### src/rtl/stripe_lane_scheduler.sv
// -----------------------------------------------------------------------------
// stripe_lane_scheduler
//
// Sequences a serial byte stream across four striping lanes. Each accepted
// byte goes to the next enabled lane in round-robin order. Per-lane
// backpressure is honoured. A flush closes a partial group by writing
// PAD_BYTE to the remaining enabled lanes.
//
// Handshake: a byte transfers on a rising clk1Mhz edge when inVLD && inReady.
// inReady is combinational and depends only on the FSM state and on
// laneReady[ptr]. It never depends on inVLD.
//
// Ports
//   clk1Mhz     in   byte clock, rising edge
//   reset       in   asynchronous active-low reset
//   laneEnable  in   [3:0] lane mask, sampled only while IDLE
//   inVLD       in   input byte valid
//   inData      in   [7:0] input byte
//   flush       in   close current group (pad unwritten enabled lanes)
//   laneReady   in   [3:0] per-lane ready
//   inReady     out  input ready (combinational)
//   laneVLD     out  [3:0] registered one-hot lane write strobe
//   laneData    out  [7:0] registered byte for the strobed lane
//   laneSel     out  [1:0] registered index of the strobed lane
//   groupVLD    out  registered pulse with the write to the last lane of a group
//   cfgError    out  sticky: inVLD seen in IDLE with an empty lane mask
//   dbgState    out  [1:0] current FSM state (IDLE=0, STRIPE=1, PAD=2)
// -----------------------------------------------------------------------------
module stripe_lane_scheduler #(
  parameter logic [7:0] PAD_BYTE = 8'hF7
) (
  input  logic       clk1Mhz,
  input  logic       reset,
  input  logic [3:0] laneEnable,
  input  logic       inVLD,
  input  logic [7:0] inData,
  input  logic       flush,
  input  logic [3:0] laneReady,
  output logic       inReady,
  output logic [3:0] laneVLD,
  output logic [7:0] laneData,
  output logic [1:0] laneSel,
  output logic       groupVLD,
  output logic       cfgError,
  output logic [1:0] dbgState
);

  typedef enum logic [1:0] {
    IDLE   = 2'd0,
    STRIPE = 2'd1,
    PAD    = 2'd2
  } state_e;

  state_e     state_q, state_d;
  logic [3:0] mask_q, mask_d;
  logic [1:0] ptr_q, ptr_d;
  logic       cfg_err_q, cfg_err_d;
  logic [3:0] lane_vld_q;
  logic [7:0] lane_data_q;
  logic [1:0] lane_sel_q;
  logic       group_vld_q;

  logic       wr;
  logic [7:0] wr_data;
  logic       grp;
  logic       in_ready;
  logic [1:0] first_lane;
  logic [1:0] last_lane;
  logic [1:0] next_lane;
  logic [1:0] ptr_adv;

  // Lowest set bit; 0 for an empty mask.
  function automatic logic [1:0] first_of(input logic [3:0] m);
    logic [1:0] r;
    r = 2'd0;
    for (int i = 3; i >= 0; i--) begin
      if (m[i]) r = i[1:0];
    end
    return r;
  endfunction

  // Highest set bit; 0 for an empty mask.
  function automatic logic [1:0] last_of(input logic [3:0] m);
    logic [1:0] r;
    r = 2'd0;
    for (int i = 0; i < 4; i++) begin
      if (m[i]) r = i[1:0];
    end
    return r;
  endfunction

  // Next set bit strictly above p, wrapping to the lowest set bit.
  function automatic logic [1:0] next_of(input logic [3:0] m, input logic [1:0] p);
    logic [1:0] r;
    r = first_of(m);
    for (int i = 3; i >= 0; i--) begin
      if (m[i] && (i > int'(p))) r = i[1:0];
    end
    return r;
  endfunction

  always_comb begin
    state_d    = state_q;
    mask_d     = mask_q;
    ptr_d      = ptr_q;
    cfg_err_d  = cfg_err_q;
    wr         = 1'b0;
    wr_data    = inData;
    grp        = 1'b0;
    in_ready   = 1'b0;
    first_lane = first_of(mask_q);
    last_lane  = last_of(mask_q);
    next_lane  = next_of(mask_q, ptr_q);
    ptr_adv    = ptr_q;

    case (state_q)
      IDLE: begin
        // Track the mask continuously so the group starts from whatever
        // mask was present on the cycle inVLD was first seen.
        mask_d = laneEnable;
        ptr_d  = first_of(laneEnable);
        if (inVLD) begin
          if (laneEnable != 4'd0) state_d = STRIPE;
          else                    cfg_err_d = 1'b1;
        end
      end
      STRIPE: begin
        in_ready = laneReady[ptr_q];
        if (inVLD && in_ready) begin
          wr      = 1'b1;
          grp     = (ptr_q == last_lane);
          ptr_adv = next_lane;
        end
        ptr_d = ptr_adv;
        // Boundary test uses the pointer after any same-cycle transfer.
        if (flush) begin
          state_d = (ptr_adv == first_lane) ? IDLE : PAD;
        end
      end
      PAD: begin
        if (laneReady[ptr_q]) begin
          wr      = 1'b1;
          wr_data = PAD_BYTE;
          grp     = (ptr_q == last_lane);
          ptr_d   = next_lane;
          if (ptr_q == last_lane) state_d = IDLE;
        end
      end
      default: state_d = IDLE;
    endcase
  end

  always_ff @(posedge clk1Mhz or negedge reset) begin
    if (!reset) begin
      state_q     <= IDLE;
      mask_q      <= 4'd0;
      ptr_q       <= 2'd0;
      cfg_err_q   <= 1'b0;
      lane_vld_q  <= 4'd0;
      lane_data_q <= 8'd0;
      lane_sel_q  <= 2'd0;
      group_vld_q <= 1'b0;
    end else begin
      state_q     <= state_d;
      mask_q      <= mask_d;
      ptr_q       <= ptr_d;
      cfg_err_q   <= cfg_err_d;
      lane_vld_q  <= wr ? (4'b0001 << ptr_q) : 4'd0;
      group_vld_q <= grp;
      // Data and select hold their last value between writes.
      if (wr) begin
        lane_data_q <= wr_data;
        lane_sel_q  <= ptr_q;
      end
    end
  end

  assign inReady  = in_ready;
  assign laneVLD  = lane_vld_q;
  assign laneData = lane_data_q;
  assign laneSel  = lane_sel_q;
  assign groupVLD = group_vld_q;
  assign cfgError = cfg_err_q;
  assign dbgState = state_q;

endmodule

### config.mk
export PLATFORM = sky130hd
export DESIGN_NAME = stripe_lane_scheduler
export DESIGN_NICKNAME = d
export VERILOG_FILES = /design/src/rtl/stripe_lane_scheduler.sv
export SDC_FILE = /design/constraint.sdc
export NUM_CORES = 1
export LEC_CHECK = 0
export CAP_MARGIN = 25
export CELL_PAD_IN_SITES_DETAIL_PLACEMENT = 1
export CELL_PAD_IN_SITES_GLOBAL_PLACEMENT = 1
export CORE_AREA = 2 2 55 67
export DETAILED_ROUTE_END_ITERATION = 12
export DIE_AREA = 0 0 57 69
export DONT_BUFFER_PORTS = 1
export PLACE_DENSITY_LB_ADDON = 0.1
export SYNTH_ARGS = -nofsm -noshare
export SYNTH_HDL_FRONTEND = slang
export SYNTH_SLANG_ARGS = --single-unit
### constraint.sdc
create_clock -name clk1Mhz -period 2 [get_ports clk1Mhz]
set_clock_uncertainty 0.15 [all_clocks]
set_input_delay 0.4 -clock clk1Mhz [delete_from_list [all_inputs] [get_ports clk1Mhz]]
set_output_delay 0.4 -clock clk1Mhz [all_outputs]
set_load 0.01 [all_outputs]
==> impl_metrics.csv <==
group,metric,value,unit
timing,slew_headroom,64.4,%
logic_synthesis,synth_warnings,0,
setup_path,worstPathRequired,2000,ps
clock_network,cts.clk_slew.worst_paths,90,ps
logic_synthesis,async_flop_share,100,%
die,die_y,69,um
timing,drv_slew,0,
timing,setup_violations,0,
global_route,grt_pass1_vias,1107,
logic_synthesis,syn-num-nets,158,
timing,hold_viol_final,0,
setup_path,reg2reg_to,"dbgState[1]$_DFFE_PN0P_",
routing,drtIter0Drc,34,
die,core-area,3280,um^2
finish,final_cell_mix,"22 x nor2_1, 22 x dfrtp_1, 13 x a21oi_1",
logic_synthesis,synth-main-ff-cell,"dfrtp_1",
global_route,gr-total-overflow,0,
finish,post_route_cells_drive_above_1_share,24.8,%
min_path,hold_path_depth,2,
routing,wl_per_cell,18.3,um
clock_network,clockBufferDepth,2,
die,initial_core_util,39.3,%
routing,wl_met2,1.78,mm
place,dp.final_hpwl,2.48,mm
logic_synthesis,ys_seq_area_share,46.6,%
pwr,p_comb_share,51.4,%
finish,stdcell_area,1540,um^2
pwr,swShare,42.5,%
die,die-area,3930,um^2
global_route,grt_use_total,17.8,%
place,dpl-instance-area,1360,um^2
place,gp_congestion,0.826,
setup_path,worstSetupStartpointType,"register",
min_path,hold_class,"in2reg",
timing,fmax,504,MHz
routing,highest_layer,"met4",
setup_path,worst_setup_path_end_kind,"register",
timing,whs,96.9,ps
routing,wl_met1,1.38,mm
timing,rsz0062_at_grt,"yes",
min_path,hold_path_end,"mask_q[0]$_DFFE_PN0P_",
clock_network,worstSkewPairLatency,270,ps
logic_synthesis,ys_types,41,
setup_path,path_max_fanout,4,
setup_path,r2r-start,"ptr_q[0]$_DFFE_PN0P_",
logic_synthesis,synth_area_per_cell,9.56,um^2
logic_synthesis,synth_top_area_cell,"dfrtp_1",
pwr,p_sw,1.20,mW
pwr,ir_drop,0.890,mV
routing,route.detailed.drc,0,
finish,syn_to_final_growth,19.6,%
setup_path,r2r_cells,6,
pwr,intPower,1.62,mW
min_path,min_from,"laneEnable[0]",
routing,final_antenna_net_count,0,
global_route,antenna_found_initial,0,
die,die_w,57,um
pwr,power_density,1820,nW/um^2
global_route,grt_max_degree,25,
pwr,seq_power_share,33.3,%
finish,fillers,378,
pwr,pwr-share-clk,15.3,%
timing,fin_crit_sh,99.2,%
logic_synthesis,netlist_area,1290,um^2
routing,vias,1048,
pwr,power.leakage,0.686,nW
routing,wl,3.41,mm
finish,num_antenna_cells,0,
clock_network,cts_tree,"done",
place,port_buffers,0,
clock_network,numCtsBuffers,3,
timing,min_period,1980,ps
clock_network,cts-root-buf,"clkbuf_8",
routing,first_pass_iters,4,
logic_synthesis,synth_edf_count,0,
logic_synthesis,synth_area_leaders,"dfrtp_1 47%, nor2_1 6.4%, a21oi_1 5.0%, o21ai_0 3.5%, ha_1 2.9%",
clock_network,cts.sink_count,24,
timing,worst_pin_slew,529,ps
run_status,status,"complete, no violations",
die,rows,23,
routing,wl_met3,160,um
finish,multi_input_area,653,um^2
logic_synthesis,ys_seq_elements,24,
clock_network,cts.htree.levels,1,
finish,nets,173,
setup_path,r2r_slack,20,ps
global_route,grt_pass1_wl,5.49,mm
setup_path,critical_path_class,"reg2reg",
logic_synthesis,synth_cells,135,
logic_synthesis,synth_top_area_share,46.6,%
setup_path,cp.arrival,1980,ps
finish,regArea,603,um^2
run,maxCapViolCount,0,
routing,post_drt_via_cell_ratio,5.63,
die,ios,39,
## cell usage after synthesis, drive strengths merged, types with 2 or more instances
cell / number
and2: 3
xor2: 2
o21ai: 10
inv: 10
nor2: 24
dfrtp: 24
a21oi: 13
buf: 3
ha: 3
mux2i: 2
a31oi: 2
nor4: 2
mux2: 5
nand2: 11
a211oi: 2
clkbuf: 2
## worst max path at each step
stage / start / to / depth (start not counted)
after global routing: ptr_q[0]$_DFFE_PN0P_ / dbgState[1]$_DFFE_PN0P_ / 6
after global placement: ptr_q[0]$_DFFE_PN0P_ / ptr_q[1]$_DFFE_PN0P_ / 5
after CTS: ptr_q[0]$_DFFE_PN0P_ / inReady / 2
final: ptr_q[0]$_DFFE_PN0P_ / dbgState[1]$_DFFE_PN0P_ / 6
after detailed placement: ptr_q[0]$_DFFE_PN0P_ / ptr_q[0]$_DFFE_PN0P_ / 5
after floorplan: laneReady[3] / ptr_q[0]$_DFFE_PN0P_ / 5
## layer usage
layer	vias up	track usage, %
met2	31	29.9
met3	8	3.75
met1	519	21.3
li1	490	-
met4	0	8.27
met5	-	0
## worst max-delay path: stages (launching register included)
cell and delay [ps]:
dfrtp_1 380, mux4_2 560, buf_6 150, a21boi_4 140
o21ai_4 220, mux2i_1 200, a31oi_1 60
## power groups by stage
stage	Clock (mW)	Combinational [mW]	Sequential [mW]
6_report	0.432	1.45	0.937
5_1_grt	0.456	1.60	0.971
4_1_cts	0.444	1.27	0.953
3_5_place_dp	0	1.23	0.959
3_3_place_gp	0	1.19	0.951
2_1_floorplan	0	0.946	0.889
## area by class of cell
| type | instances | share of cell area (%) |
|---|---|---|
| inverters | 10 | 2.43 |
| flip-flops and latches | 24 | 39.1 |
| multi-input cells | 96 | 42.3 |
| clock buffers | 3 | 2.68 |
| well taps | 37 | 3.00 |
| clock inverters | 1 | 1.95 |
| repair buffers | 15 | 8.52 |
## metrics by stage
stage	setup slack [ps]	instances	utilization [%]	setup TNS (ps)	power, mW
6_report	16.9	186	47.0	0	2.81
5_1_grt	-118	186	47.0	-258	3.03
4_1_cts	18.4	181	44.7	0	2.67
3_5_place_dp	19.5	174	41.4	0	2.19
3_3_place_gp	64.3	174	41.4	0	2.14
2_1_floorplan	118	135	-	0	1.84
## logic make-up (layout without fill, tap and decap cells)
family,Yosys count,in the layout,synth area share (%)
AND/OR/NAND/NOR,47,47,17.8
AO/OA/AOI/OAI,36,36,18.0
flip-flops,24,24,46.6
buffers and inverters,15,29,5.33
multiplexers,8,8,7.95
adder cells (fa/ha/maj),3,3,2.91
XOR/XNOR,2,2,1.36
## registers in the layout, indices dropped and copies added, names as in the netlist
signal,flops
laneSel,2
cfgError,1
groupVLD,1
laneVLD,4
laneData,8
mask_q,4
dbgState,2
ptr_q,2
## what timing repair did
item,4_1_cts,5_1_grt
hold buffers,2,0
gates resized for setup,0,13
cloned,0,0
setup buffers,1,5
hold endpoints to repair,24,0
endpoints found under the setup margin,1,11
pin swaps,0,4
Power figures use the tool's default switching activity.
